--- src/rtl/ascon_round_sequencer.sv ---
// ascon_round_sequencer: start/done round loop controller issuing ASCON round enables, constants and indices
module ascon_round_sequencer #(
  parameter int ROUNDS_A = 12,
  parameter int ROUNDS_B = 6
) (
  input  logic       clock_i,
  input  logic       resetb_i,
  input  logic       start_i,
  input  logic       mode_i,
  input  logic       abort_i,
  output logic       round_en_o,
  output logic [7:0] round_const_o,
  output logic [3:0] round_idx_o,
  output logic       last_round_o,
  output logic       busy_o,
  output logic       done_o
);
  if (ROUNDS_A < 1 || ROUNDS_A > 12 || ROUNDS_B < 1 || ROUNDS_B > 12) begin : g_bad_params
    $error("ascon_round_sequencer: ROUNDS_A and ROUNDS_B must lie in 1..12");
  end
  typedef enum logic [1:0] {IDLE, RUN, DONE} state_t;
  localparam logic [3:0] IDX_A = 4'(12 - ROUNDS_A);
  localparam logic [3:0] IDX_B = 4'(12 - ROUNDS_B);
  state_t     state;
  logic [3:0] idx;
  logic       run;
  always_ff @(posedge clock_i or negedge resetb_i)
    if (!resetb_i) begin
      state <= IDLE;
      idx   <= '0;
    end else if (abort_i) begin
      state <= IDLE;
      idx   <= '0;
    end else
      case (state)
        IDLE: if (start_i) begin
          state <= RUN;
          idx   <= mode_i ? IDX_B : IDX_A;
        end
        RUN:  if (idx == 4'd11) state <= DONE;
              else idx <= idx + 4'd1;
        DONE: begin
          state <= IDLE;
          idx   <= '0;
        end
        default: state <= IDLE;
      endcase
  // every output is a pure decode of state and idx
  always_comb begin
    run           = state == RUN;
    round_en_o    = run;
    round_idx_o   = run ? idx : 4'd0;
    round_const_o = run ? {4'hF - idx, idx} : 8'h00;
    last_round_o  = run && idx == 4'd11;
    busy_o        = state != IDLE;
    done_o        = state == DONE;
  end
endmodule

--- config.mk ---
export PLATFORM = sky130hd
export DESIGN_NAME = ascon_round_sequencer
export DESIGN_NICKNAME = d
export VERILOG_FILES = /design/src/rtl/ascon_round_sequencer.sv
export SDC_FILE = /design/constraint.sdc
export NUM_CORES = 1
export LEC_CHECK = 0
export ABC_AREA = 1
export ABC_CLOCK_PERIOD_IN_PS = 1950
export CAP_MARGIN = 20
export CORE_AREA = 2 2 39 41
export CTS_BUF_LIST = sky130_fd_sc_hd__clkbuf_2
export DETAILED_ROUTE_END_ITERATION = 7
export DIE_AREA = 0 0 41 43
export GPL_ROUTABILITY_DRIVEN = 0
export PLACE_DENSITY = 0.8
export SLEW_MARGIN = 20
export SYNTH_ARGS = -nofsm -noshare
export SYNTH_HDL_FRONTEND = slang
export SYNTH_SLANG_ARGS = --single-unit
--- constraint.sdc ---
create_clock -name clock_i -period 1.95 [get_ports clock_i]
set_clock_uncertainty 0.2 [all_clocks]
set_input_delay 0.39 -clock clock_i [delete_from_list [all_inputs] [get_ports clock_i]]
set_output_delay 0.39 -clock clock_i [all_outputs]
set_load 0.02 [all_outputs]
==> run_results.csv, run 1 <==
group,metric,value,unit
placed_design,placed_area,822,um^2
final_layout,layout.nets,124,
synthesis,synth_edf_count,0,
drt,drt_first_pass_iters,4,
sta,min_period_over_period,95.8,%
final_layout,antenna_cells,0,
sta,max_slew.worst_pin.slew,263,ps
drt,ant_nets,0,
synthesis,synth_nets,90,
synthesis,yosysTopAreaCell,"dfrtp_1",
worst_setup_path,r2r_slack,230,ps
final_layout,drive_gt1_share,34.2,%
synthesis,synth_ff_type,"dfrtp_1",
flow_run,cap_violations,0,
power_and_ir_drop,power,1.03,mW
worst_setup_path,cp_slowest_cell,"dfrtp_1",
cts,htreeDepth,1,
power_and_ir_drop,peakVddDrop,524,uV
drt,wl_met1,528,um
power_and_ir_drop,p_clk_share,7.6,%
drt,route.met3.wl,63,um
final_layout,fillCellCount,141,
synthesis,async_flop_share,100,%
placed_design,hpwl,1060,um
drt,routedWlPerCell,9.89,um
sta,fin_tns_setup,0,ps
power_and_ir_drop,pwr_density_cell,1340,mW/mm^2
drt,top_layer,"met4",
placed_design,post-place-ws,-130,ps
drt,routed-wl-met2,638,um
drt,drc_errors,0,
synthesis,yosys_warnings,0,
worst_setup_path,end_kind,"primary output",
synthesis,ys_ff_latch,6,
worst_setup_path,worstSetupStartpointType,"register",
drt,wirelength,1260,um
worst_setup_path,crit_fanout,5,
cts,clk_latency,210,ps
worst_setup_path,r2r-start,"state[0]",
synthesis,syn_inst,79,
worst_setup_path,rr_endpoint,"idx[0]",
sta,setup_viol,0,
cts,clock-root-buffer,"clkbuf_2",
sta,rsz0062_at_grt,"false",
synthesis,synth_area_per_cell,6.76,um^2
power_and_ir_drop,p_sw_share,48.5,%
floorplanning,ios,21,
worst_setup_path,reg2regPathDepth,10,
global_routing,grt_pass1_vias,559,
global_routing,grt_pass1_wl,2130,um
power_and_ir_drop,intPower,530,uW
drt,drtIter0Drc,9,
synthesis,yosysMostFrequentCell,"nand2_1",
floorplanning,initial_core_util,38.6,%
min_path,min_path_type,"in -> async",
power_and_ir_drop,comb_power_share,73.1,%
synthesis,syn_area,534,um^2
floorplanning,fp.dieW,41,um
synthesis,synthTopCellsByCount,"16 x nand2_1, 15 x inv_1, 10 x nor2_1, 8 x o21ai_0",
floorplanning,rows,14,
cts,cts_inserted_buffers,3,
power_and_ir_drop,power_frac_seq,19.3,%
sta,hold_viol,0,
global_routing,grt_max_degree,8,
power_and_ir_drop,cellLeakagePower,0.475,nW
sta,fin_ws,81.1,ps
synthesis,netlist.area_leader.share,28.1,%
synthesis,synth_cell_types,15,
global_routing,grt_antenna_before_repair,0,
cts,postCtsSetupBuffers,0,
sta,slew_headroom,82.4,%
sta,fmax,535,MHz
worst_setup_path,critPathMostFrequentCell,"inv_1",
final_layout,syn_to_final_growth,43.3,%
status,status,"finished clean",
worst_setup_path,arrival,1280,ps
synthesis,yosysSeqAreaShare,28.1,%
cts,cts_tree,"done",
worst_setup_path,cp_slowest_stage_delay,370,ps
worst_setup_path,crit_required,1360,ps
cts,cts_hold_buffers,0,
floorplanning,die_h,43,um
synthesis,synthTopCellsByArea,"dfrtp_1 28%, ha_1 14%, nand2_1 11%",
placed_design,port_buffers,20,
floorplanning,die_area,0.00176,mm^2
final_layout,stdcell_area,766,um^2
final_layout,seq_area,150,um^2
cts,path_clk_slew,50,ps
drt,viasPerCell,4.62,
global_routing,grt_use_total,17.6,%
sta,period_needed,1870,ps
final_layout,multi_input_area,289,um^2
drt,vias,587,
cts,clock_sinks,6,
sta,drv_slew,0,
global_routing,overflow,0,
worst_setup_path,timing.setup.critical_path_class,"reg -> out",
cts,cts_buffer_depth,2,
power_and_ir_drop,p_sw,499,uW
worst_setup_path,path_cells,"inv_1, ha_2, inv_1, nor2_1, clkdlybuf4s15_2",
floorplanning,core_area,0.00138,mm^2
[logic make-up (layout without fill, tap and decap cells)]
kind of cell	Yosys count	after routing	synth area share, %
buf+inv	21	53	18.3
fa+ha+maj	6	6	14.1
compound gates	10	10	9.37
simple gates	36	36	30.2
flops	6	6	28.1
[state kept, by name (all words and copies together), names as in the netlist]
signal and flops:
state 2, idx 4
[critical path: cells and delay by family, from the launching register on]
family,cells,cell delay [ps]
flip-flops,1,370
AND/OR/NAND/NOR,1,80
adder cells (fa/ha/maj),1,200
buffers and inverters,3,410
[worst max-delay path by stage]
stage	start	end	slack (ps)	cells after the start
after CTS	state[0]	round_en_o	-2	4
after detailed placement	state[1]	round_const_o[2]	-130	6
after global routing	state[1]	round_const_o[6]	10	5
after global placement	state[1]	round_idx_o[2]	-100	6
final	state[1]	round_const_o[6]	80	5
after floorplan	state[1]	round_const_o[4]	210	4
[per-stage QoR]
step | hold slack (ps) | utilization [%] | std cells
after CTS | 208 | 60.4 | 127
after floorplan | -106 | - | 79
final | 218 | 55.3 | 127
after global placement | 364 | 59.4 | 124
after detailed placement | 395 | 59.4 | 124
after global routing | 216 | 55.3 | 127
[timing repair]
item,CTS,global route
setup endpoints to repair,16,12
cloned,0,0
gates resized for setup,48,13
[layout by cell type (no fill, tap or decap), types with 4 or more instances in the layout]
cell type         n
inv_1            15
nand2_1          16
clkdlybuf4s50_1   4
nor2_1           10
dfrtp_1           6
ha_1              5
buf_2            12
nand3_1           6
clkbuf_2          6
buf_4            14
o21ai_0           8
[metal layers]
layer  global-route usage (%)  vias up
met5                        0        -
met4                     12.0        0
met3                     2.09        2
met2                     29.1       22
met1                     19.6      259
li1                         -      304
[final cells by class]
class                   instances  area share, %
multi-input cells              52           37.7
repair buffers                 34           30.2
flip-flops and latches          6           19.6
inverters                      16           7.84
well taps                      16           2.61
clock buffers                   3           1.96
[power by group through the flow]
stage                     Combinational, mW  Clock [mW]  Sequential (mW)
final                                 0.752      0.0783            0.199
after global routing                  0.826      0.0922            0.201
after detailed placement              0.831           0            0.199
after floorplan                       0.425           0            0.207
after CTS                             0.788      0.0844            0.198
after global placement                0.815           0            0.196
No activity file was read; power rests on OpenSTA's default activity.
==> run 2: changes to the inputs <==
==> constraint.sdc (replaced) <==
create_clock -name clock_i -period 1.95 [get_ports clock_i]
set_clock_uncertainty 0.2 [all_clocks]
set_input_delay 0.585 -clock clock_i [delete_from_list [all_inputs] [get_ports clock_i]]
set_output_delay 0.585 -clock clock_i [all_outputs]
set_load 0.02 [all_outputs]
==> run_results.csv, run 2 (synthesis results as in run 1) <==
group,metric,value,unit
drt,wirelength,1520,um
worst_setup_path,arrival,1210,ps
drt,drt_first_pass_iters,3,
power_and_ir_drop,power_frac_seq,14.3,%
floorplanning,die_area,0.00176,mm^2
drt,drc_errors,0,
global_routing,grt_use_total,20.9,%
final_layout,layout.nets,132,
floorplanning,core_area,0.00138,mm^2
worst_setup_path,worstSetupStartpointType,"register",
cts,clock_sinks,6,
cts,htreeDepth,1,
flow_run,cap_violations,0,
cts,cts_hold_buffers,0,
global_routing,grt_max_degree,7,
worst_setup_path,cp_slowest_stage_delay,390,ps
worst_setup_path,critPathMostFrequentCell,"buf_6",
cts,cts_inserted_buffers,3,
final_layout,final_cells,135,
final_layout,syn_to_final_growth,86.7,%
worst_setup_path,path_cells,"inv_2, buf_6, ha_4, inv_6, nor2_4, buf_6",
final_layout,largest_reg_flops,4,
floorplanning,fp.dieW,41,um
final_layout,drive_gt1_share,55.5,%
final_layout,top_regs,"idx x4, state x2",
floorplanning,ios,21,
cts,path_clk_slew,60,ps
final_layout,final_common_cell,"buf_4",
power_and_ir_drop,comb_power_share,79.5,%
sta,drv_slew,0,
sta,slew_headroom,81.2,%
placed_design,placed_area,860,um^2
global_routing,grt_pass1_vias,620,
power_and_ir_drop,p_sw,627,uW
worst_setup_path,cp_slowest_cell,"dfrtp_1",
power_and_ir_drop,p_sw_share,45.9,%
global_routing,grt_pass1_wl,2490,um
power_and_ir_drop,p_clk_share,6.2,%
placed_design,placed_cells,129,
worst_setup_path,crit_required,1160,ps
cts,clk_latency,220,ps
worst_setup_path,end_kind,"primary output",
drt,vias,632,
final_layout,stdcell_area,997,um^2
cts,clock-root-buffer,"clkbuf_2",
global_routing,grt_antenna_before_repair,0,
worst_setup_path,timing.setup.critical_path_class,"reg -> out",
drt,drtIter0Drc,9,
final_layout,antenna_cells,0,
sta,min_period_over_period,102,%
sta,rsz0062_at_grt,"true",
sta,max_slew.worst_pin.slew,282,ps
placed_design,port_buffers,20,
power_and_ir_drop,cellLeakagePower,0.537,nW
drt,ant_nets,0,
drt,routedWlPerCell,11.3,um
global_routing,overflow,0,
status,failed_checks,"negative setup slack",
power_and_ir_drop,power,1.37,mW
sta,fin_ws,-41.8,ps
cts,cts_tree,"done",
min_path,min_path_type,"in -> async",
final_layout,regMostFlops,"idx",
placed_design,hpwl,1200,um
floorplanning,initial_core_util,38.6,%
final_layout,layout_common_cells,"19 x buf_4, 18 x buf_6, 11 x nand2_1, 8 x o21ai_0",
power_and_ir_drop,pwr_density_cell,1370,mW/mm^2
sta,hold_viol,0,
floorplanning,rows,14,
floorplanning,die_h,43,um
final_layout,fillCellCount,96,
power_and_ir_drop,intPower,740,uW
sta,period_needed,1990,ps
sta,fmax,502,MHz
worst_setup_path,crit_fanout,3,
sta,whs,399,ps
power_and_ir_drop,peakVddDrop,783,uV
cts,cts_buffer_depth,2,
drt,viasPerCell,4.68,
status,status,"finished, violations left",
sta,setup_viol,12,
## run 2: cell types whose count changed in the layout (fill, tap and decap cells not counted), moves of 4 or more
cell,delta
buf_2,-11
buf_4,+5
buf_6,+18
inv_1,-8
inv_2,+6
nand2_1,-5
nand2_2,+4
nor2_1,-4
## run 2: per-layer routing
layer	part of all wire, %	up-vias	global-route usage [%]
li1	-	321	-
met5	0	-	0
met2	54	13	32.5
met4	1.6	0	13.3
met3	2.6	4	4.71
met1	41	294	24.2
## run 2: stage by stage
stage	setup TNS (ps)	util [%]	worst slack, ps
after floorplan	0	-	17.1
after global placement	-4360	62.1	-293
after detailed placement	-5150	62.1	-348
after CTS	-522	67.4	-58.1
after global routing	-1260	72.1	-105
final	-321	72.1	-41.8
## run 2: final timing paths
check                               from  slack, ps               end  cells past startpoint
max in group asynchronous       resetb_i        940            idx[2]                      1
min in group clock_i              idx[2]        420            idx[2]                      2
worst max-delay path            state[1]        -40  round_const_o[4]                      6
worst min register to register    idx[2]        420            idx[2]                      2
worst max register to register  state[0]        110            idx[1]                      9
worst min-delay path            resetb_i        400          state[0]                      1
## run 2: power by group through the flow
stage / clock [mW] / sequential (mW) / combinational [mW]
6_report: 0.0852 / 0.196 / 1.09
5_1_grt: 0.0942 / 0.200 / 1.17
4_1_cts: 0.0901 / 0.196 / 0.962
3_5_place_dp: 0 / 0.192 / 0.874
3_3_place_gp: 0 / 0.189 / 0.853
2_1_floorplan: 0 / 0.207 / 0.425
## run 2: critical path: cells and delay by family, from the launching register on
kind          cells  cell delay, ps
fa+ha+maj         1             150
simple gates      1              90
flops             1             390
buf+inv           4             360
## run 2: final cells by class
cell class	count	area [um^2]	share of cell area [%]
flip-flops and latches	6	150	15.1
repair buffers	42	390	39.1
inverters	16	67.6	6.78
multi-input cells	52	354	35.5
clock buffers	3	15.0	1.51
well taps	16	20.0	2.01
## run 2: timing repair
action                     in CTS  in global routing
gates resized for setup       108                 18
pin swaps                       2                  1
cloned                          0                  0
setup endpoints to repair      16                 20
buffers inserted                2                  1
==> run 3: changes to the inputs <==
--- a/config.mk
+++ b/config.mk
@@ -8,12 +8,13 @@
 export ABC_AREA = 1
 export ABC_CLOCK_PERIOD_IN_PS = 1950
 export CAP_MARGIN = 20
-export CORE_AREA = 2 2 39 41
+export CORE_MARGIN = 2
+export CORE_UTILIZATION = 38
 export CTS_BUF_LIST = sky130_fd_sc_hd__clkbuf_2
 export DETAILED_ROUTE_END_ITERATION = 7
-export DIE_AREA = 0 0 41 43
 export GPL_ROUTABILITY_DRIVEN = 0
-export PLACE_DENSITY = 0.8
+export PLACE_DENSITY = 0.76
+export SETUP_SLACK_MARGIN = 0.4
 export SLEW_MARGIN = 20
 export SYNTH_ARGS = -nofsm -noshare
 export SYNTH_HDL_FRONTEND = slang
==> constraint.sdc (replaced) <==
create_clock -name clock_i -period 1.95 [get_ports clock_i]
set_clock_uncertainty 0.2 [all_clocks]
set_input_delay 0.39 -clock clock_i [delete_from_list [all_inputs] [get_ports clock_i]]
set_output_delay 0.39 -clock clock_i [all_outputs]
set_load 0.02 [all_outputs]
==> run_results.csv, run 3 (synthesis results as in run 1) <==
group,metric,value,unit
status,status,"finished clean",
worst_setup_path,timing.setup.critical_path_class,"reg -> out",
worst_setup_path,crit_fanout,4,
worst_setup_path,r2r_slack,220,ps
drt,viasPerCell,5.02,
floorplanning,ios,21,
sta,min_period_over_period,90.1,%
final_layout,drive_gt1_share,63.4,%
final_layout,largest_reg_flops,4,
final_layout,final_cells,127,
flow_run,cap_violations,0,
placed_design,hpwl,1160,um
worst_setup_path,end_kind,"primary output",
sta,setup_viol,0,
cts,clock_sinks,6,
floorplanning,initial_core_util,41.1,%
placed_design,placed_cells,121,
sta,rsz0062_at_grt,"true",
cts,clock-root-buffer,"clkbuf_2",
final_layout,top_regs,"idx x4, state x2",
global_routing,grt_use_total,18.4,%
drt,ant_nets,0,
worst_setup_path,worstSetupStartpointType,"register",
final_layout,antenna_cells,0,
floorplanning,die_area,0.00172,mm^2
sta,hold_viol,0,
cts,cts_inserted_buffers,3,
global_routing,grt_antenna_before_repair,0,
final_layout,final_common_cell,"buf_4",
cts,clk_latency,200,ps
sta,whs,215,ps
global_routing,grt_max_degree,9,
final_layout,layout_common_cells,"20 x buf_4, 11 x nand2_1, 10 x buf_6, 9 x inv_2, 7 x nor2_4",
global_routing,grt_pass1_vias,589,
placed_design,port_buffers,20,
worst_setup_path,crit_required,1360,ps
cts,path_clk_slew,50,ps
power_and_ir_drop,peakVddDrop,1080,uV
drt,routedWlPerCell,13.7,um
drt,drt_first_pass_iters,4,
sta,period_needed,1760,ps
drt,drtIter0Drc,25,
sta,max_slew.worst_pin.slew,282,ps
drt,vias,637,
worst_setup_path,critPathCapture,"round_const_o[4]",
final_layout,syn_to_final_growth,82.9,%
final_layout,layout.nets,125,
worst_setup_path,startpoint,"state[0]",
floorplanning,die_h,41.5,um
drt,wirelength,1750,um
floorplanning,rows,13,
worst_setup_path,r2r-start,"state[1]",
sta,slew_headroom,81.2,%
global_routing,grt_pass1_wl,2500,um
power_and_ir_drop,pwr_density_cell,1430,mW/mm^2
worst_setup_path,rr_endpoint,"idx[0]",
final_layout,fillCellCount,98,
drt,drc_errors,0,
power_and_ir_drop,cellLeakagePower,0.497,nW
worst_setup_path,arrival,1170,ps
final_layout,regMostFlops,"idx",
floorplanning,fp.dieW,41.5,um
sta,drv_slew,0,
cts,htreeDepth,1,
sta,fmax,569,MHz
floorplanning,core_area,0.00130,mm^2
cts,cts_buffer_depth,2,
global_routing,overflow,0,
min_path,min_path_type,"in -> async",
cts,cts_tree,"done",
final_layout,post-route-util,75.1,%
worst_setup_path,reg2regPathDepth,10,
-- run 3: layout make-up --
class	instances	area [um^2]	share of cell area [%]
multi-input combinational	52	419	42.9
timing repair buffer	35	308	31.5
clock buffer	3	15.0	1.54
tap	15	18.8	1.92
inverter	16	65.1	6.66
sequential	6	151	15.5
-- run 3: per-layer routing --
| layer | vias up | routed length (um) | track usage, % |
|---|---|---|---|
| met3 | 6 | 72 | 0.870 |
| met5 | - | 0 | 0 |
| met4 | 0 | 61 | 9.68 |
| li1 | 309 | - | - |
| met1 | 302 | 679 | 21.7 |
| met2 | 20 | 933 | 33.1 |
-- run 3: what timing repair did --
item | CTS | global route
endpoints found under the setup margin | 22 | 22
hold buffers | 0 | 0
gates cloned | 0 | 0
pin swaps | 4 | 5
gates resized for setup | 104 | 17
setup buffers | 0 | 3
-- run 3: worst min-delay path by stage --
stage	cells past startpoint	endpoint	slack, ps	start
finish	1	idx[3]	220	resetb_i
global route	1	idx[3]	240	resetb_i
CTS	1	idx[3]	210	resetb_i
detailed placement	2	state[0]	430	state[0]
global placement	2	state[0]	400	state[0]
floorplan	0	idx[0]	-110	resetb_i
-- run 3: power by group --
group | switching [mW] | internal [mW]
clock network | 0.0362 | 0.0416
logic | 0.612 | 0.498
registers | 0.0462 | 0.166
-- run 3: critical path: stages (launching register included) --
cell and delay [ps]:
dfrtp_2 450, ha_2 220, inv_2 110, nor2_4 30, buf_4 140
-- run 3: through the flow --
step / power (mW) / setup WS [ps] / instance area, um^2 / setup TNS (ps)
after detailed placement: 1.08 / -105 / 848 / -480
after global routing: 1.48 / 126 / 977 / 0
final: 1.40 / 193 / 977 / 0
after floorplan: 0.709 / 358 / 596 / 0
after global placement: 1.05 / -51.2 / 848 / -224
after CTS: 1.24 / 188 / 901 / 0
